## config.mk

```make
export PLATFORM = sky130hd
export DESIGN_NAME = regx_bank
export DESIGN_NICKNAME = d
export VERILOG_FILES = /design/src/rtl/regx_bank.sv
export SDC_FILE = /design/constraint.sdc
export NUM_CORES = 1
export LEC_CHECK = 0
export ABC_AREA = 1
export CAP_MARGIN = 20
export CORE_MARGIN = 4
export CORE_UTILIZATION = 50
export DETAILED_ROUTE_END_ITERATION = 6
export PLACE_DENSITY = 0.76
export SETUP_SLACK_MARGIN = 0.15
export SLEW_MARGIN = 20
export SYNTH_ARGS = -nofsm -noshare
export SYNTH_HDL_FRONTEND = slang
export SYNTH_SLANG_ARGS = --single-unit
```

## constraint.sdc

```tcl
create_clock -name clk -period 3.8 [get_ports clk]
set_clock_uncertainty 0.05 [all_clocks]
set_input_delay 0.38 -clock clk [delete_from_list [all_inputs] [get_ports clk]]
set_output_delay 0.38 -clock clk [all_outputs]
set_load 0.05 [all_outputs]
```

## src/rtl/regx_bank.sv

```systemverilog
// regx_bank: xdata byte register bank with optional atomic pair commit, debounced status inputs,
// sticky event latches and interrupt. Define XREGB_IRQ_EN to implement the IE register and irq flop.
module regx_bank #(
    parameter int unsigned         NREG      = 8,
    parameter logic [NREG/2-1:0]   PAIR_MASK = '0,
    parameter logic [8*NREG-1:0]   RST_VAL   = '0,
    parameter int unsigned         NSTS      = 8,
    parameter int unsigned         DBNC      = 3,
    parameter logic [NSTS-1:0]     EDGE_BOTH = '0,
    parameter int unsigned         STS_BASE  = 'h10,
    parameter logic [7:0]          UNREG_D   = 8'hff
) (
    input  logic                   clk,
    input  logic                   rrstz,
    input  logic                   regx_r,
    input  logic                   regx_w,
    input  logic [6:0]             regx_addr,
    input  logic [7:0]             regx_wdat,
    output logic [7:0]             regx_rdat,
    output logic [8*NREG-1:0]      r_reg,
    output logic [NREG-1:0]        we_reg,
    input  logic [NSTS-1:0]        di_sts,
    output logic [NSTS-1:0]        r_sts,
    output logic                   irq
);
    localparam int unsigned AW    = 7;
    localparam int unsigned CW    = 4;
    localparam int unsigned NPAIR = NREG / 2;
    localparam logic [AW-1:0] A_STS   = AW'(STS_BASE);
    localparam logic [AW-1:0] A_EVT   = AW'(STS_BASE + 1);
    localparam logic [CW-1:0] CNT_TOP = CW'(DBNC - 1);

    logic [AW-1:0]              d_addr;
    logic [NPAIR-1:0][7:0]      tmp_q;
    logic [NPAIR-1:0][7:0]      tmp_d;
    logic [8*NREG-1:0]          reg_d;
    logic [NREG-1:0]            we_d;
    logic [NSTS-1:0]            sync1;
    logic [NSTS-1:0]            sync2;
    logic [NSTS-1:0]            sts_d;
    logic [NSTS-1:0]            evt_q;
    logic [NSTS-1:0]            evt_d;
    logic [NSTS-1:0]            evt_set;
    logic [NSTS-1:0]            evt_clr;
    logic [NSTS-1:0][CW-1:0]    cnt_q;
    logic [NSTS-1:0][CW-1:0]    cnt_d;

    // Write decode: low half of a pair only loads tmp, high half commits both bytes together
    always_comb begin
        reg_d = r_reg;
        tmp_d = tmp_q;
        we_d  = '0;
        for (int unsigned p = 0; p < NPAIR; p++) begin
            if (regx_w && (regx_addr == AW'(2 * p))) begin
                if (PAIR_MASK[p]) begin
                    tmp_d[p] = regx_wdat;
                end else begin
                    reg_d[16*p +: 8] = regx_wdat;
                    we_d[2*p]        = 1'b1;
                end
            end
            if (regx_w && (regx_addr == AW'(2 * p + 1))) begin
                reg_d[16*p+8 +: 8] = regx_wdat;
                we_d[2*p+1]        = 1'b1;
                if (PAIR_MASK[p]) begin
                    reg_d[16*p +: 8] = tmp_q[p];
                    we_d[2*p]        = 1'b1;
                end
            end
        end
    end

    always_ff @(posedge clk or negedge rrstz) begin
        if (!rrstz) begin
            r_reg  <= RST_VAL;
            tmp_q  <= '0;
            we_reg <= '0;
            d_addr <= '0;
        end else begin
            r_reg  <= reg_d;
            tmp_q  <= tmp_d;
            we_reg <= we_d;
            if (regx_r) begin
                d_addr <= regx_addr;
            end
        end
    end

    // Debounce: count cycles the synchronised input disagrees with r_sts, toggle at DBNC
    always_comb begin
        sts_d = r_sts;
        cnt_d = '0;
        for (int unsigned i = 0; i < NSTS; i++) begin
            if (sync2[i] != r_sts[i]) begin
                if (cnt_q[i] == CNT_TOP) begin
                    sts_d[i] = ~r_sts[i];
                end else begin
                    cnt_d[i] = cnt_q[i] + CW'(1);
                end
            end
        end
    end

    // Event latch: set has priority over a same-cycle write-1-to-clear
    always_comb begin
        evt_set = (sts_d & ~r_sts) | (~sts_d & r_sts & EDGE_BOTH);
        evt_clr = '0;
        if (regx_w && (regx_addr == A_EVT)) begin
            evt_clr = regx_wdat[NSTS-1:0];
        end
        evt_d = (evt_q & ~evt_clr) | evt_set;
    end

    always_ff @(posedge clk or negedge rrstz) begin
        if (!rrstz) begin
            sync1 <= '0;
            sync2 <= '0;
            r_sts <= '0;
            cnt_q <= '0;
            evt_q <= '0;
        end else begin
            sync1 <= di_sts;
            sync2 <= sync1;
            r_sts <= sts_d;
            cnt_q <= cnt_d;
            evt_q <= evt_d;
        end
    end

`ifdef XREGB_IRQ_EN
    localparam logic [AW-1:0] A_IE = AW'(STS_BASE + 2);
    logic [NSTS-1:0] ie_q;

    always_ff @(posedge clk or negedge rrstz) begin
        if (!rrstz) begin
            ie_q <= '0;
            irq  <= 1'b0;
        end else begin
            if (regx_w && (regx_addr == A_IE)) begin
                ie_q <= regx_wdat[NSTS-1:0];
            end
            irq <= |(evt_q & ie_q);
        end
    end
`else
    assign irq = 1'b0;
`endif

    // Read mux over the captured address and current contents
    always_comb begin
        regx_rdat = UNREG_D;
        for (int unsigned n = 0; n < NREG; n++) begin
            if (d_addr == AW'(n)) begin
                regx_rdat = r_reg[8*n +: 8];
            end
        end
        if (d_addr == A_STS) begin
            regx_rdat = 8'(r_sts);
        end
        if (d_addr == A_EVT) begin
            regx_rdat = 8'(evt_q);
        end
`ifdef XREGB_IRQ_EN
        if (d_addr == A_IE) begin
            regx_rdat = 8'(ie_q);
        end
`endif
    end

endmodule

```

* Word level (Yosys, flattened, before mapping)
Index checks and enable logic that the tools add are counted.
** Cells by class
- Multiplexer cells :: 51
- Reductions and logical operators :: 11
- Bitwise logic cells :: 13
- $add $sub $neg :: 8
- Equality and inequality tests :: 33
** Operators with widths (count)
- 2-to-1 mux 8 bit :: 11
- 2-to-1 mux 4 bit :: 16
- equality test 7 x 3 -> 1 bit, second input constant :: 8
- adder 4 x 1 -> 4 bit, second input constant :: 8
- equality test 4 x 2 -> 1 bit, second input constant :: 8
- equality test 7 x 2 -> 1 bit, second input constant :: 4
- 2-to-1 mux 1 bit :: 24
- equality test 7 x 5 -> 1 bit, second input constant :: 3
- bitwise AND 8 bit :: 2
- NOT 8 bit :: 2
- equality test 7 x 1 -> 1 bit, second input constant :: 2
- logical NOT 7 bit :: 2
- logical AND 1 bit :: 9
- != test 1 bit :: 8
- NOT 1 bit :: 8
- OR 8 bit :: 1
** Storage, ports and cells
- Word-level logic and storage cells :: 138
- Bits in registers :: 143

* Depth between registers and ports, before layout
Gate-level depths: netlist of the first run.
- Depth after elaboration :: 11
- Depth in mapped cells :: 11

* Worst setup path before layout of the first run
Ideal clock, no wire load.
- Path type :: register to output
- From :: reg r_reg[25]
- To :: out regx_rdat[1]
- Arrival time :: 1809 ps
- Buffers on the path :: 0
- Slack :: 1561 ps
- Cell stages (with the launch flop) :: 7
- Required time :: 3370 ps
- Path through :: dfrtp_1 -> inv_1 -> nand3_1 -> nand4_1 -> nor2_1 -> nand4_1 -> a21oi_1
** On the way
- Word-level cells in the longest chain between the ends :: 7
** RTL lines
- from (decl) :: RTL line 20 : output logic [8*NREG-1:0] r_reg,
- from (signal assigned) :: RTL line 80 : r_reg <= reg_d;
- 2-to-1 mux 8 bit (5 in a row) :: RTL line 153 : if (d_addr == AW'(n)) begin
- 2-to-1 mux 8 bit :: RTL line 157 : if (d_addr == A_STS) begin
- 2-to-1 mux 8 bit :: RTL line 160 : if (d_addr == A_EVT) begin
- to (decl) :: RTL line 19 : output logic [7:0] regx_rdat,
No other way between the ends.

* Final worst setup path of the first run
- From :: reg d_addr[5]
- To :: out regx_rdat[5]
** On the way
- Word-level cells in the longest chain between the ends :: 11
** RTL lines
- from (decl) :: RTL line 33 : logic [AW-1:0] d_addr;
- from (signal assigned) :: RTL line 84 : d_addr <= regx_addr;
- logical NOT 7 bit :: RTL line 153
- 2-to-1 mux 8 bit (8 in a row) :: RTL line 153
- 2-to-1 mux 8 bit :: RTL line 157
- 2-to-1 mux 8 bit * :: RTL line 160
Every way passes the cells marked *; elsewhere a longest branch is shown, timed or not.

==> results of run 1 <==
layout by cell type, fill, tap and decap left out, types with 14 or more instances in the layout:
cell and instances:
sky130_fd_sc_hd__a21oi_1 14, sky130_fd_sc_hd__clkbuf_16 17, sky130_fd_sc_hd__clkdlybuf4s50_1 113, sky130_fd_sc_hd__dfrtp_1 143
sky130_fd_sc_hd__ha_1 14, sky130_fd_sc_hd__inv_1 71, sky130_fd_sc_hd__nand2_1 148, sky130_fd_sc_hd__nand3_1 34
sky130_fd_sc_hd__nor2_1 75, sky130_fd_sc_hd__o21ai_0 55, sky130_fd_sc_hd__o21ai_1 20, sky130_fd_sc_hd__xor2_1 14
kinds of logic (layout without fill, tap and decap cells):
family,Yosys count,count (layout),synth area share [%]
AND/OR/NAND/NOR,323,323,23.6
buffers and inverters,94,231,6.26
flip-flops,143,143,55.8
XOR/XNOR,22,22,3.00
other,1,1,0.0584
AO/OA/AOI/OAI,101,101,8.56
adder cells (fa/ha/maj),14,14,2.73
path summary, 6_finish.rpt:
check	endpoint	from	depth (start not counted)	slack (ps)
worst max-delay path	regx_rdat[5]	d_addr[5]	12	550
min in group clk	sync2[5]	sync1[5]	0	300
max in group asynchronous	r_reg[58]	rrstz	2	2790
worst max register to register	cnt_q[31]	cnt_q[28]	6	2380
worst min-delay path	we_reg[3]	rrstz	1	10
worst min register to register	sync2[5]	sync1[5]	0	300
where the power goes:
group	leakage (nW)	switching [W]	internal, W
Combinational	1.76	0.000885	0.000423
Clock	0.320	0.000622	0.00124
Sequential	1.75	0.000204	0.00174
Total	3.84	0.00171	0.00340
worst max-delay path, cell delays in order (launching register included):
cell and delay (ps):
sky130_fd_sc_hd__dfrtp_1 370, sky130_fd_sc_hd__inv_2 90, sky130_fd_sc_hd__nand2_2 80, sky130_fd_sc_hd__nor2_4 310
sky130_fd_sc_hd__nand2_4 120, sky130_fd_sc_hd__clkinv_2 80, sky130_fd_sc_hd__nand2_1 40, sky130_fd_sc_hd__nand2_1 60
sky130_fd_sc_hd__nand4_1 100, sky130_fd_sc_hd__nor2_1 150, sky130_fd_sc_hd__nand3_1 100, sky130_fd_sc_hd__nand2_1 90
sky130_fd_sc_hd__clkdlybuf4s50_1 800
stage by stage:
| step | util, % | hold slack, ps | area (um^2) |
|---|---|---|---|
| detailed placement | 61.3 | 285 | 7700 |
| CTS | 66.6 | 66.6 | 8370 |
| floorplan | - | 34.4 | 6420 |
| global route | 66.6 | 97.0 | 8370 |
| finish | 66.6 | 9.61 | 8370 |
| global placement | 61.3 | 284 | 7700 |
metal layers:
metal | up-vias | track usage, % | wire length, um
li1 | 2454 | - | -
met1 | 2493 | 28.6 | 6800
met2 | 199 | 35.7 | 7680
met3 | 35 | 6.39 | 1100
met4 | 0 | 7.00 | 300
met5 | - | 0 | 0
layout make-up:
cell class	count	area (um^2)
repair buffers	116	1160
multi-input cells	461	2440
clock inverters	9	179
inverters	83	313
flip-flops and latches	143	3580
well taps	172	215
fillers	949	4200
clock buffers	23	488
==> tab_implementation.tex, run 1 <==
\begin{tabular}{lr}
\hline
Metric & Value \\
\hline
\multicolumn{2}{l}{\textbf{Final layout}} \\
Final Non-Filler Cells & around 1.0k \\
Diode insertion count for antenna repair & 0 \\
Flip-flop count of the largest register, all copies and words added & 64 \\
NumNets Final & 863 \\
Post-synthesis to final-layout area growth & 30.4\% \\
Share of final-layout standard cells stronger than drive strength 1 & 11.4\% \\
\multicolumn{2}{l}{\textbf{Clock network}} \\
Clock Path Buffers & 2 \\
Post-CTS Repair Setup Buffers & 0 \\
CTS tree & yes \\
Clk Tree Root Cell & sky130\_fd\_sc\_hd\_\_clkbuf\_16 \\
Clock slew seen by the registers of the worst setup and hold paths & about 60 ps \\
Clock latency reported for the late side of the worst-skew pair & 410 ps \\
H-tree lvl count & 4 \\
TritonCTS Sinks & 143 \\
Number of instances resized during post-cts repair & 0 \\
Number of buffers inserted for hold repair after clock tree synthesis & 0 \\
TritonCTS buffer count & 17 \\
\multicolumn{2}{l}{\textbf{Synthesis}} \\
Proportion of netlist area held by the largest area contributor & between 50\% and 60\% \\
Commonest cells in the synthesized netlist & sky130\_fd\_sc\_hd\_\_nand2\_1, sky130\_fd\_sc\_hd\_\_dfrtp\_1, sky130\_fd\_sc\_hd\_\_nor2\_1 \\
Post-synthesis instance total & 698 \\
Unique masters post-synth & 33 \\
Yosys warns & 0 \\
Portion of the post-synthesis area used by sequential elements & 55.8\% \\
Syn\_nets & 739 \\
Mean area per synthesized cell & approximately 9 um\^{}2 \\
Largest cells by area after synthesis & sky130\_fd\_sc\_hd\_\_dfrtp\_1, sky130\_fd\_sc\_hd\_\_nand2\_1, sky130\_fd\_sc\_hd\_\_nor2\_1 \\
Commonest register cell after synthesis & sky130\_fd\_sc\_hd\_\_dfrtp\_1 \\
Post-synthesis cell type with the largest combined area & sky130\_fd\_sc\_hd\_\_dfrtp\_1 \\
Summed instance area of the synthesized netlist & 0.00642 mm\^{}2 \\
Number of synthesized register bits & between 100 and 150 \\
Dominant cell by count in the synthesized netlist & sky130\_fd\_sc\_hd\_\_nand2\_1 \\
Count of flip-flops with a built-in enable after synthesis & 0 \\
Asr flop ratio synth & 100\% \\
\multicolumn{2}{l}{\textbf{Critical path}} \\
Critical Path Sink Type & output pin \\
Worst path arrival time & 2820 ps \\
Peak fanout along the critical path & 14 \\
Req. time, crit path & about 3400 ps \\
Startpoint-to-endpoint class of the critical path & reg -> out \\
Worst Setup Start Kind & flip-flop \\
\multicolumn{2}{l}{\textbf{Floorplan}} \\
Starting utilization of the core area & $\sim$50\% \\
Die Footprint & 0.0147 mm\^{}2 \\
FP Rows & between 40 and 50 \\
Count of pins on the block boundary & 116 \\
Horizontal extent of the die & 121 um \\
Core Area & between 0.01 and 0.015 mm\^{}2 \\
DIE HEIGHT & $\sim$120 um \\
\multicolumn{2}{l}{\textbf{Drt}} \\
Wire per inst & $\sim$16 um \\
Detailed-route via count & about 5.2k \\
Average via count per standard cell & 5.14 \\
First DRT Iteration DRCs & around 560 \\
Wirelength, routed & 15900 um \\
Iteration count of the initial detailed-routing pass & 5 \\
Count of unresolved DRC violations after routing & 0 \\
Final antenna-violating net count & 0 \\
\multicolumn{2}{l}{\textbf{Placement}} \\
Placed Instances & 975 \\
Pre-CTS setup slack & 1010 ps \\
Number of buffers inserted by port buffering & 114 \\
RePlAce Congestion & approximately 0.95 \\
Half-perimeter wire length of the detailed placement result & 11700 um \\
\multicolumn{2}{l}{\textbf{Global routing}} \\
Total GRT Usage & about 22\% \\
Overall overflow remaining after global route & 0 \\
Antenna violations before repair & 0 \\
Pin count of the biggest net entering global routing & between 100 and 150 \\
Vias in the first global route & 5109 \\
Wire length of the first global-routing pass & 25500 um \\
\multicolumn{2}{l}{\textbf{Timing}} \\
Share of the clock period used by the worst path after layout & 85.5\% \\
Setup TNS & 0 ps \\
Count of final max-slew check failures & 0 \\
Worst Max-Slew Pin Slew & 922 ps \\
Highest clock frequency the design can meet & 308 MHz \\
Min Tclk post-route & around 3300 ps \\
Number of setup violations in the final report & 0 \\
Normalized max-slew margin & 38.6\% \\
Setup repair after global routing missed its margin & false \\
Final worst-path setup slack & between 500 and 600 ps \\
Number of endpoints with negative hold slack in the final report & 0 \\
\multicolumn{2}{l}{\textbf{Power}} \\
Leakage power & 3.84 nW \\
Power Density & 611 mW/mm\^{}2 \\
PnR Total Power & between 0.005 and 0.006 W \\
Worst vdd rail ir drop & about 0.3 mV \\
\multicolumn{2}{l}{\textbf{Worst hold path}} \\
Worst min-delay path class & in -> async \\
\multicolumn{2}{l}{\textbf{Outcome}} \\
Status & finished clean \\
\multicolumn{2}{l}{\textbf{Run}} \\
Max\_cap viols & 0 \\
\hline
\end{tabular}
Power figures use the tool's default switching activity.
==> inputs of run 2 (changes only) <==
--- a/config.mk
+++ b/config.mk
@@ -7,10 +7,11 @@
 export LEC_CHECK = 0
 export ABC_AREA = 1
 export CAP_MARGIN = 20
+export CORE_ASPECT_RATIO = 1.25
 export CORE_MARGIN = 4
-export CORE_UTILIZATION = 50
+export CORE_UTILIZATION = 35
 export DETAILED_ROUTE_END_ITERATION = 6
-export PLACE_DENSITY = 0.76
+export PLACE_DENSITY = 0.56
 export SETUP_SLACK_MARGIN = 0.15
 export SLEW_MARGIN = 20
 export SYNTH_ARGS = -nofsm -noshare
==> run 2 against run 1 <==
  * Via count fell by 4.7%
  * Flip-flop and latch count did not move
  * Register-to-register slack barely moved
  * Die area rose by 40%
  * Power fell by 3.7%
  * Final area barely moved
  * Routed wire length rose by 1.5%
  * Critical path type unchanged
  * Largest power group unchanged
==> tab_implementation.tex, run 2 (synthesized netlist as in run 1, its figures left out) <==
\begin{tabular}{lr}
\hline
Metric & Value \\
\hline
\multicolumn{2}{l}{\textbf{Clock network}} \\
Number of buffers inserted for hold repair after clock tree synthesis & 0 (unchanged) \\
Clk Tree Root Cell & sky130\_fd\_sc\_hd\_\_clkbuf\_16 \\
TritonCTS Sinks & 143 (unchanged) \\
Post-CTS Repair Setup Buffers & 0 (unchanged) \\
Number of instances resized during post-cts repair & 0 (unchanged) \\
Clock Path Buffers & 2 (unchanged) \\
Clock latency reported for the late side of the worst-skew pair & 420 ps (about the same) \\
H-tree lvl count & 4 (unchanged) \\
Clock slew seen by the registers of the worst setup and hold paths & 60 ps (about the same) \\
TritonCTS buffer count & 17 (unchanged) \\
CTS tree & yes \\
\multicolumn{2}{l}{\textbf{Floorplan}} \\
Horizontal extent of the die & 129 um (+6.4\%) \\
Count of pins on the block boundary & 116 (unchanged) \\
FP Rows & 55 (+34\%) \\
Starting utilization of the core area & 35.6\% (-15 points) \\
Core Area & 0.0180 mm\^{}2 (+43\%) \\
Die Footprint & 0.0206 mm\^{}2 (+40\%) \\
DIE HEIGHT & 159 um (+31\%) \\
\multicolumn{2}{l}{\textbf{Drt}} \\
Wire per inst & 15.2 um (-3.7\%) \\
Final antenna-violating net count & 0 (unchanged) \\
Count of unresolved DRC violations after routing & 0 (unchanged) \\
WL met2 & 7930 um (+3.2\%) \\
Met1 routed wirelength after detailed routing & 6760 um (-0.53\%) \\
Average via count per standard cell & 4.65 (-9.6\%) \\
Met3 routed wirelength & 1070 um (-2.6\%) \\
Max Used Layer & met4 \\
Wirelength, routed & 16100 um (+1.5\%) \\
Detailed-route via count & 4940 (-4.7\%) \\
Iteration count of the initial detailed-routing pass & 5 (unchanged) \\
First DRT Iteration DRCs & 322 (-42\%) \\
\multicolumn{2}{l}{\textbf{Final layout}} \\
Sequential Area & 0.00358 mm\^{}2 (unchanged) \\
Share of final-layout standard cells stronger than drive strength 1 & 11.3\% (-0.11 points) \\
Flip-flop count of the largest register, all copies and words added & 64 (unchanged) \\
Most common cell after layout, fill and taps aside & sky130\_fd\_sc\_hd\_\_nand2\_1 \\
Diode insertion count for antenna repair & 0 (unchanged) \\
Filler cell count & 1756 (+85\%) \\
NumNets Final & 862 (-0.12\%) \\
Most frequent cells in the layout & sky130\_fd\_sc\_hd\_\_nand2\_1, sky130\_fd\_sc\_hd\_\_dfrtp\_1, sky130\_fd\_sc\_hd\_\_clkdlybuf4s50\_1, sky130\_fd\_sc\_hd\_\_nor2\_1, sky130\_fd\_sc\_hd\_\_inv\_1 \\
Post-synthesis to final-layout area growth & 30.5\% (about the same) \\
Core Util, Final & 46.4\% (-20 points) \\
Footprint of the multi-input gates & 0.00244 mm\^{}2 (unchanged) \\
\multicolumn{2}{l}{\textbf{Timing}} \\
Worst Max-Slew Pin Slew & 949 ps (+27.2 ps) \\
Share of the clock period used by the worst path after layout & 86.3\% (+0.80 points) \\
Worst hold margin & 67.9 ps (+58.3 ps) \\
Number of setup violations in the final report & 0 (unchanged) \\
Highest clock frequency the design can meet & 305 MHz (-0.93\%) \\
Number of endpoints with negative hold slack in the final report & 0 (unchanged) \\
Setup TNS & 0 ps (unchanged) \\
Setup repair after global routing missed its margin & false \\
Count of final max-slew check failures & 0 (unchanged) \\
Normalized max-slew margin & 36.7\% (-1.8 points) \\
Min Tclk post-route & 3280 ps (+30.6 ps) \\
\multicolumn{2}{l}{\textbf{Critical path}} \\
Worst Reg2Reg Path Length in Cells & 6 (unchanged) \\
End of the worst register-to-register path & cnt\_q[31] \\
Startpoint of the lowest-slack register-to-register path & cnt\_q[28] \\
Peak fanout along the critical path & 14 (unchanged) \\
Worst reg-to-reg setup slack & 2380 ps (about the same) \\
Startpoint-to-endpoint class of the critical path & reg -> out \\
Worst path arrival time & 2850 ps (+30 ps) \\
Most frequent CP cell & sky130\_fd\_sc\_hd\_\_nand2\_1 \\
Critical Path Sink Type & output pin \\
Critical-path cell with the highest stage delay & sky130\_fd\_sc\_hd\_\_clkdlybuf4s50\_1 \\
Critical path's largest stage delay & 840 ps (+40 ps) \\
Worst Setup Start Kind & flip-flop \\
Series of cell instances along the critical path & inv\_2 > nand2\_2 > nor2\_4 > nand2\_4 > clkinv\_2 > nand2\_1 > nand2\_1 > nand4\_1 > nand2\_1 > nand3\_1 > nor2\_1 > clkdlybuf4s50\_1 \\
Req. time, crit path & 3370 ps (about the same) \\
\multicolumn{2}{l}{\textbf{Placement}} \\
Number of buffers inserted by port buffering & 114 (unchanged) \\
Half-perimeter wire length of the detailed placement result & 12300 um (+5.9\%) \\
RePlAce Congestion & 0.814 (-15\%) \\
\multicolumn{2}{l}{\textbf{Global routing}} \\
Antenna violations before repair & 0 (unchanged) \\
Wire length of the first global-routing pass & 26200 um (+2.9\%) \\
Total GRT Usage & 16.3\% (-5.7 points) \\
Overall overflow remaining after global route & 0 (unchanged) \\
Vias in the first global route & 5060 (-0.96\%) \\
Pin count of the biggest net entering global routing & 121 (+17\%) \\
\multicolumn{2}{l}{\textbf{Power}} \\
PnR Total Power & 0.00493 W (-3.7\%) \\
Worst vdd rail ir drop & 0.255 mV (-15\%) \\
Power Density & 588 mW/mm\^{}2 (-3.7\%) \\
Leakage power & 3.81 nW (-0.61\%) \\
\multicolumn{2}{l}{\textbf{Worst hold path}} \\
Worst min-delay path class & in -> async \\
\multicolumn{2}{l}{\textbf{Outcome}} \\
Status & finished clean \\
\multicolumn{2}{l}{\textbf{Run}} \\
Max\_cap viols & 0 (unchanged) \\
\hline
\end{tabular}
==> run 2: cell count changes in the layout (fill, tap and decap cells not counted) <==
cell,before,now
sky130_fd_sc_hd__clkinv_2,2,5
sky130_fd_sc_hd__buf_4,2,1
sky130_fd_sc_hd__clkinvlp_4,2,1
sky130_fd_sc_hd__bufinv_16,5,3
sky130_fd_sc_hd__clkinv_4,1,2
sky130_fd_sc_hd__buf_6,1,0
==> run 2: report_power, final <==
part	internal (W)	switching, W
sequential	0.00174	0.000196
combinational	0.000423	0.000865
clock	0.00108	0.000618
==> run 2: metrics by stage <==
step           std cells  setup WS [ps]  area (um^2)
6_report            1062            519         8370
5_1_grt             1062            360         8370
2_1_floorplan        698           1560         6420
3_3_place_gp        1030            985         7760
4_1_cts             1062            489         8370
3_5_place_dp        1030            946         7760
==> run 2: worst max-delay path: cells and delay by family, from the launching register on <==
kind	cells	cell delay [ps]
AND/OR/NAND/NOR	9	1050
buffers and inverters	3	1010
flip-flops	1	370
==> run 2: worst max-delay path by stage <==
stage               from  cells past startpoint      endpoint  slack, ps
2_1_floorplan  r_reg[25]                      6  regx_rdat[1]       1560
3_3_place_gp   d_addr[5]                     12  regx_rdat[7]        990
3_5_place_dp   d_addr[5]                     12  regx_rdat[7]        950
4_1_cts        d_addr[6]                     12  regx_rdat[7]        490
5_1_grt        d_addr[5]                     12  regx_rdat[7]        360
6_report       d_addr[5]                     12  regx_rdat[7]        520
==> run 2: layout make-up <==
class / instances / area share (%)
multi-input combinational: 461 / 29.1
tap: 228 / 3.41
clock inverter: 10 / 1.61
inverter: 83 / 3.74
clock buffer: 22 / 5.66
timing repair buffer: 115 / 13.8
sequential: 143 / 42.7
==> run 2: routing by layer <==
metal  global-route usage (%)  vias up
met1                     19.8     2340
li1                         -     2462
met2                     26.9      114
met3                     4.90       24
met5                        0        -
met4                     6.78        0
==> inputs of run 3 (changes only) <==
==> constraint.sdc (replaced) <==
create_clock -name clk -period 3.6 [get_ports clk]
set_clock_uncertainty 0.05 [all_clocks]
set_input_delay 0.36 -clock clk [delete_from_list [all_inputs] [get_ports clk]]
set_output_delay 0.36 -clock clk [all_outputs]
set_load 0.05 [all_outputs]
==> run 3 against run 2 <==
  * Register-to-register slack got worse by 190 ps
  * Largest power group unchanged
  * Via count barely moved
  * Routed wire length increased by 0.30%
==> tab_implementation.tex, run 3 (synthesized netlist as in run 1, its figures left out) <==
\begin{tabular}{lr}
\hline
Metric & Value \\
\hline
\multicolumn{2}{l}{\textbf{Final layout}} \\
Most frequent cells in the layout & sky130\_fd\_sc\_hd\_\_nand2\_1, sky130\_fd\_sc\_hd\_\_dfrtp\_1, sky130\_fd\_sc\_hd\_\_clkdlybuf4s50\_1, sky130\_fd\_sc\_hd\_\_nor2\_1, sky130\_fd\_sc\_hd\_\_inv\_1 \\
NumNets Final & 863 (+0.12\%) \\
Most common cell after layout, fill and taps aside & sky130\_fd\_sc\_hd\_\_nand2\_1 \\
Flip-flop count of the largest register, all copies and words added & 64 (unchanged) \\
Share of final-layout standard cells stronger than drive strength 1 & 10.7\% (-0.60 points) \\
Diode insertion count for antenna repair & 0 (unchanged) \\
Core Util, Final & 46.4\% (about the same) \\
Post-synthesis to final-layout area growth & 30.4\% (about the same) \\
\multicolumn{2}{l}{\textbf{Outcome}} \\
Status & finished clean \\
\multicolumn{2}{l}{\textbf{Critical path}} \\
Critical Path Sink Type & output pin \\
Worst reg-to-reg setup slack & 2190 ps (-190 ps) \\
Number of buffer and inverter stages on the critical path & 3 (unchanged) \\
Peak fanout along the critical path & 14 (unchanged) \\
Req. time, crit path & 3190 ps (-180 ps) \\
Cell family with most CP delay & simple AND/OR/NAND/NOR gates \\
Worst Setup Start Kind & flip-flop \\
Critical path's largest stage delay & 830 ps (about the same) \\
Critical-path cell with the highest stage delay & sky130\_fd\_sc\_hd\_\_clkdlybuf4s50\_1 \\
Most frequent CP cell & sky130\_fd\_sc\_hd\_\_nand2\_1 \\
Worst Reg2Reg Path Length in Cells & 6 (unchanged) \\
End of the worst register-to-register path & cnt\_q[31] \\
Startpoint-to-endpoint class of the critical path & reg -> out \\
Worst path arrival time & 2810 ps (-40 ps) \\
Series of cell instances along the critical path & inv\_2 > nand2\_2 > nor2\_4 > nand2\_4 > clkinv\_2 > nand2\_1 > nand2\_1 > nand4\_1 > nand2\_1 > nand3\_1 > nor2\_1 > clkdlybuf4s50\_1 \\
Startpoint of the lowest-slack register-to-register path & cnt\_q[28] \\
\multicolumn{2}{l}{\textbf{Floorplan}} \\
Core Area & 0.0180 mm\^{}2 (unchanged) \\
Horizontal extent of the die & 129 um (unchanged) \\
Die Footprint & 0.0206 mm\^{}2 (unchanged) \\
FP Rows & 55 (unchanged) \\
Starting utilization of the core area & 35.6\% (unchanged) \\
Count of pins on the block boundary & 116 (unchanged) \\
DIE HEIGHT & 159 um (unchanged) \\
\multicolumn{2}{l}{\textbf{Timing}} \\
Number of setup violations in the final report & 0 (unchanged) \\
Number of endpoints with negative hold slack in the final report & 0 (unchanged) \\
Setup TNS & 0 ps (unchanged) \\
Min Tclk post-route & between 3000 and 4000 ps \\
Normalized max-slew margin & 61.1\% (+24 points) \\
Count of final max-slew check failures & 0 (unchanged) \\
Share of the clock period used by the worst path after layout & 89.4\% \\
Worst Max-Slew Pin Slew & 582 ps (-367 ps) \\
Setup repair after global routing missed its margin & false \\
Highest clock frequency the design can meet & 311 MHz \\
\multicolumn{2}{l}{\textbf{Clock network}} \\
Number of instances resized during post-cts repair & 0 (unchanged) \\
Clock Path Buffers & 2 (unchanged) \\
TritonCTS buffer count & 17 (unchanged) \\
Clk Tree Root Cell & sky130\_fd\_sc\_hd\_\_clkbuf\_16 \\
H-tree lvl count & 4 (unchanged) \\
Clock slew seen by the registers of the worst setup and hold paths & 60 ps (about the same) \\
CTS tree & yes \\
Clock latency reported for the late side of the worst-skew pair & 420 ps (about the same) \\
Post-CTS Repair Setup Buffers & 0 (unchanged) \\
TritonCTS Sinks & 143 (unchanged) \\
\multicolumn{2}{l}{\textbf{Worst hold path}} \\
Endpoint with the worst hold slack & sync2[3] \\
Worst min-delay path class & reg -> reg \\
Count of cells along the worst hold path & 0 \\
Beginning of the worst hold path & sync1[3] \\
\multicolumn{2}{l}{\textbf{Drt}} \\
First DRT Iteration DRCs & 297 (-7.8\%) \\
Iteration count of the initial detailed-routing pass & 5 (unchanged) \\
Final antenna-violating net count & 0 (unchanged) \\
Wirelength, routed & 16200 um (+0.30\%) \\
Detailed-route via count & 4942 (+0.040\%) \\
Wire per inst & 15.2 um (+0.30\%) \\
Average via count per standard cell & 4.65 (about the same) \\
Count of unresolved DRC violations after routing & 0 (unchanged) \\
\multicolumn{2}{l}{\textbf{Global routing}} \\
Antenna violations before repair & 0 (unchanged) \\
Overall overflow remaining after global route & 0 (unchanged) \\
Vias in the first global route & 5126 (+1.3\%) \\
Wire length of the first global-routing pass & 26500 um (+1.1\%) \\
Total GRT Usage & 16.5\% (+0.11 points) \\
Pin count of the biggest net entering global routing & 88 (-27\%) \\
\multicolumn{2}{l}{\textbf{Run}} \\
Max\_cap viols & 0 (unchanged) \\
\multicolumn{2}{l}{\textbf{Power}} \\
Worst vdd rail ir drop & 0.306 mV (+20\%) \\
Power Density & 618 mW/mm\^{}2 (+5.0\%) \\
Leakage power & 3.80 nW (-0.29\%) \\
\multicolumn{2}{l}{\textbf{Placement}} \\
Half-perimeter wire length of the detailed placement result & 12400 um (+0.66\%) \\
RePlAce Congestion & 0.836 (+2.8\%) \\
Number of buffers inserted by port buffering & 114 (unchanged) \\
\hline
\end{tabular}
-- run 3: cell count changes in the layout (fill, tap and decap cells not counted), sizes merged --
cell,before,now
dlygate4sd3,0,1
clkinv,7,3
buf,1,2
clkbuf,23,25
-- run 3: worst max path at each step --
stage               startpoint           end  slack, ps  cells past startpoint
detailed placement   d_addr[6]  regx_rdat[7]        770                     12
finish               d_addr[5]  regx_rdat[7]        380                     12
floorplan            r_reg[25]  regx_rdat[1]       1380                      6
global placement     d_addr[5]  regx_rdat[7]        800                     12
CTS                  d_addr[6]  regx_rdat[7]        320                     12
global route         d_addr[6]  regx_rdat[7]        160                     12
-- run 3: layout make-up --
class                           count  area, um^2
Clock buffer                       25         475
Clock inverter                      6         108
Fill cell                        1740        9660
Inverter                           83         313
Multi-Input combinational cell    461        2440
Sequential cell                   143        3580
Tap cell                          228         285
Timing Repair Buffer              116        1170
-- run 3: layer usage --
| layer | wire length [um] | share of wire [%] | track usage (%) | up-vias |
|---|---|---|---|---|
| met4 | 393 | 2.4 | 7.21 | 0 |
| met1 | 6910 | 43 | 20.3 | 2336 |
| met2 | 7920 | 49 | 26.7 | 118 |
| met5 | 0 | 0 | 0 | - |
| li1 | - | - | - | 2461 |
| met3 | 942 | 5.8 | 4.63 | 27 |
-- run 3: repair_timing --
action	CTS	global route
endpoints found under the hold margin	56	0
setup endpoints to repair	0	0
hold buffers	1	0
-- run 3: stage by stage --
step / std cells / cell area, um^2 / setup slack, ps / total power (W) / hold slack, ps
final: 1062 / 8370 / 380 / 0.00517 / 296
after global routing: 1062 / 8370 / 162 / 0.00545 / 304
after CTS: 1062 / 8370 / 320 / 0.00524 / 298
after detailed placement: 1030 / 7770 / 769 / 0.00346 / 285
after global placement: 1030 / 7770 / 803 / 0.00340 / 282
after floorplan: 698 / 6420 / 1380 / 0.00294 / 14.4
-- run 3: power by group --
part,internal (W),switching (W)
sequential,0.00184,0.000209
clock,0.00112,0.000630
combinational,0.000449,0.000922
total,0.00341,0.00176
==> RTL change 1, RTL diff (config.mk and constraints of run 3) <==
`NREG`: 8 -> 16.
--- a/src/rtl/regx_bank.sv
+++ b/src/rtl/regx_bank.sv
@@ -2,5 +2,5 @@
 // sticky event latches and interrupt. Define XREGB_IRQ_EN to implement the IE register and irq flop.
 module regx_bank #(
-    parameter int unsigned         NREG      = 8,
+    parameter int unsigned         NREG      = 16,
     parameter logic [NREG/2-1:0]   PAIR_MASK = '0,
     parameter logic [8*NREG-1:0]   RST_VAL   = '0,
Interface: changed (resized r_reg and we_reg); port bits go from 116 to 188. The function was not compared with the original's and may differ.
==> RTL change 1 against run 3 <==
  * Worst hold slack worse by 0.049 ns
  * Die area up 43%
  * Total power up 41%
  * Worst setup slack worse by 0.069 ns
  * Largest power group unchanged
  * Combinational power up 41%
  * Sequential cell count up 72
  * Wire length up 88%
  * Clock power up 36%
  * Cell area up 49%
  * Area after synthesis up 45%
==> RTL change 1: results <==
export IMPL_status="finished, final reports clean"
export IMPL_antenna_found_initial=2
export IMPL_tightest_slew_ns=0.7896
export IMPL_min_path_type="in2reg"
export IMPL_numCtsBuffers=24
export IMPL_synth_area_per_cell_um2=8.730
export IMPL_grt_max_degree=91
export IMPL_holdPathStages=1
export IMPL_synth_common_cells="260 x nand2_1, 215 x dfrtp_1, 154 x o21ai_0, 125 x nor2_1, 107 x inv_1"
export IMPL_r2r_cells=6
export IMPL_track_usage_pct=20.41
export IMPL_drt_initial_drc_count=531
export IMPL_drive_above_1_share_pct=9.984
export IMPL_portBuffers=186
export IMPL_slowest_stage="dfrtp_2"
export IMPL_fillers=2536
export IMPL_insertion_delay_ns=0.51
export IMPL_worstPathArrival_ns=2.88
export IMPL_synth_area_leaders="dfrtp_1 58%, nand2_1 10%, o21ai_0 8.3%, nor2_1 5.0%, inv_1 4.3%"
export IMPL_first_pass_iters=5
export IMPL_hpwl_um=22720
export IMPL_path_max_fanout=8
export IMPL_place_congestion=0.8622
export IMPL_swShare_pct=35.08
export IMPL_syn_nets=1110
export IMPL_max_stage_delay_ns=0.46
export IMPL_irDropWorstVdd_mv=0.3194
export IMPL_synth_ff_type="dfrtp_1"
export IMPL_final_cells=1623
export IMPL_ctsRootBufferMaster="clkbuf_16"
export IMPL_place_area_um2=11610
export IMPL_largest_reg_flops=128
export IMPL_final_nets=1310
export IMPL_synth_cell_type_count=31
export IMPL_yosys_warnings=0
export IMPL_post_place_ws_ns=0.2962
export IMPL_num_vias=7790
export IMPL_drt_wl_total_um=30380
export IMPL_cts_buffer_depth=3
export IMPL_path_clk_slew_ns=0.06
export IMPL_leakagePower_uw=0.005646
export IMPL_h_tree_depth=1
export IMPL_dp_cells=1580
export IMPL_cp_top_family="simple AND/OR/NAND/NOR gates"
export IMPL_grt_pass1_wl_um=46420
export IMPL_yosysSeqAreaShare_pct=57.65
[RTL change 1: changes by cell type after synthesis, sizes merged, moves of 26 or more]
cell   delta
inv      +28
nor2     +38
or2      +26
dfrtp    +72
nand2   +108
o21ai    +68
[RTL change 1: area by class of cell]
cell class,count,area [um2],share of cell area [%]
diodes,1,2.502,0.02010
well taps,340,425.4,3.416
inverters,111,417.9,3.356
clock buffers,36,716.9,5.758
repair buffers,201,1976,15.87
multi-input cells,716,3491,28.03
clock inverters,3,40.04,0.3215
flip-flops and latches,215,5383,43.23
[RTL change 1: final timing paths]
| check | start | slack [ns] | end |
|---|---|---|---|
| max in group asynchronous | rrstz | 2.20 | cnt_q[4]$_DFF_PN0_ |
| hold reg to reg | sync1[0]$_DFF_PN0_ | 0.30 | sync2[0]$_DFF_PN0_ |
| setup / recovery | d_addr[1]$_DFFE_PN0P_ | 0.31 | regx_rdat[0] |
| min in group asynchronous | rrstz | 0.40 | r_reg[35]$_DFFE_PN0P_ |
| setup reg to reg | cnt_q[24]$_DFF_PN0_ | 2.36 | cnt_q[27]$_DFF_PN0_ |
| hold / removal | di_sts[1] | 0.25 | sync1[1]$_DFF_PN0_ |
[RTL change 1: timing repair]
item | in CTS | in global routing
endpoints found under the setup margin | 5 | 8
buffers inserted | 0 | 2
endpoints found under the hold margin | 86 | 0
pin swaps | 0 | 4
hold buffers | 1 | 0
gates resized for setup | 16 | 30
[RTL change 1: cells by family (layout without fill, tap and decap cells)]
logic type | after synthesis | after routing | share of synthesized area [%]
flops | 215 | 215 | 57.65
xor+xnor | 22 | 22 | 2.065
simple gates | 501 | 501 | 23.05
buf+inv | 138 | 351 | 5.644
other cells | 1 | 2 | 0.04018
compound gates | 178 | 178 | 9.680
fa+ha+maj | 14 | 14 | 1.877
[RTL change 1: worst reg2reg max path, delay by kind of cell, from the launching register on]
kind,cells,cell delay (ns)
adders and majority gates,1,0.19
and+or+nand+nor,2,0.22
AOI/OAI and AO/OA,2,0.27
buffers and inverters,1,0.06
DFF,1,0.39
[RTL change 1: power groups by stage]
stage / Sequential, uW / Clock, uW / Combinational (uW)
floorplan: 3580 / 0 / 616
global placement: 3030 / 0 / 1920
detailed placement: 3030 / 0 / 1930
CTS: 2990 / 2430 / 1940
global route: 3030 / 2540 / 2090
finish: 2990 / 2380 / 1930
[RTL change 1: routing by layer]
metal  global-route usage [%]  wire length [um]  vias up  part of all wire [%]
li1                         -                 -     3788                     -
met1                    27.97             13460     3740                    44
met2                    33.93             14740      220                    49
met3                    3.201              1518       40                   5.0
met4                    5.403               645        2                   2.1
met5                        0                13        -                 0.043
==> RTL change 2, RTL diff (settings of run 3) <==
Without the edit above. `we_reg` no longer has a reset.
--- a/src/rtl/regx_bank.sv
+++ b/src/rtl/regx_bank.sv
@@ -75,14 +75,16 @@
             r_reg  <= RST_VAL;
             tmp_q  <= '0;
-            we_reg <= '0;
             d_addr <= '0;
         end else begin
             r_reg  <= reg_d;
             tmp_q  <= tmp_d;
-            we_reg <= we_d;
             if (regx_r) begin
                 d_addr <= regx_addr;
             end
         end
+    end
+
+    always_ff @(posedge clk) begin
+        we_reg <= we_d;
     end
 
Behaviour: not the same (a bounded check fails within 4 cycles, from zero or initial values and one cycle with rrstz low).
==> RTL change 2 against run 3 <==
  * Wire length increased by 8.7%
  * Total power increased by 2.8%
  * Global-route usage is 1.8 points higher
  * Cell area is 0.73% lower
  * Area after synthesis fell by 2.0%
  * Worst setup slack better by 0.062 ns
  * Count of clock-buffer cells in the layout fell by 3
  * Core utilization is 0.87 points higher
  * Synthesized cell count increased by 0.43%
  * Clock power increased by 7%
  * First-iteration DRC count increased by 5.7%
  * Sequential cell count unchanged
  * Largest power group unchanged
==> RTL change 2: results <==
export IMPL_status="finished, final reports clean"
export IMPL_irDropWorstVdd_mv=0.3173
export IMPL_clock_buffers=22
export IMPL_ff2ff_setup_slack_ns=2.23
export IMPL_seqCellArea_um2=3538
export IMPL_clock_area_share_pct=7.501
export IMPL_fillers=1694
export IMPL_fin_hold_ws_ns=0.2988
export IMPL_multi_input_area_um2=2349
export IMPL_place_congestion=0.8978
export IMPL_synth_common_cells="172 x nand2_1, 135 x dfrtp_1, 78 x inv_1, 68 x nor2_1, 65 x o21ai_0"
export IMPL_holdPathEnd="sync2[2]$_DFF_PN0_"
export IMPL_met3_usage_pct=3.746
export IMPL_cp_endpoint="regx_rdat[3]"
export IMPL_synth_area_leaders="dfrtp_1 54%, nand2_1 10%, o21ai_0 5.2%, inv_1 4.7%, nor2_1 4.1%"
export IMPL_grt_max_degree=63
export IMPL_post_place_ws_ns=0.5547
export IMPL_num_vias=5056
export IMPL_final_nets=868
export IMPL_track_usage_pct=18.25
export IMPL_drt_wl_total_um=17580
export IMPL_nonClockInverterCount=90
export IMPL_leakagePower_uw=0.003792
export IMPL_drt_initial_drc_count=314
export IMPL_n_all_buffers=118
export IMPL_synthArstFlopShare_pct=94.41
export IMPL_syn_inst=701
export IMPL_grt_pass1_vias=5150
export IMPL_worstPathArrival_ns=2.75
==> RTL change 2: cell types whose count changed after synthesis, sizes merged, moves of 2 or more <==
cell    delta
dfrtp      -8
dfxtp      +8
nand4      -2
or2       -15
nor2      -11
o21ai      +2
nand2     +20
inv        +8
nand3b     +3
nand3      -6
o21bai     +2
==> RTL change 2: worst max-delay path: stages (launching register included) <==
cell             delay, ns
dfrtp_1               0.36
inv_1                 0.10
nand2_1               0.10
nor2_4                0.26
nand2_1               0.13
nor2_2                0.32
nand2_1               0.08
nand3_1               0.10
nor3_1                0.05
nand2_1               0.06
nand2_1               0.07
clkdlybuf4s50_1       0.70
==> RTL change 2: routing by layer <==
metal	vias to the layer above	share of wire (%)
li1	2472	-
met1	2444	42
met2	121	52
met3	19	4.4
met4	0	2.0
met5	-	0
==> RTL change 2: where the power goes <==
group / switching (uW) / internal (uW) / leakage, uW
Combinational: 951 / 446 / 0.00183
Clock: 673 / 1190 / 0.000301
Sequential: 205 / 1840 / 0.00166
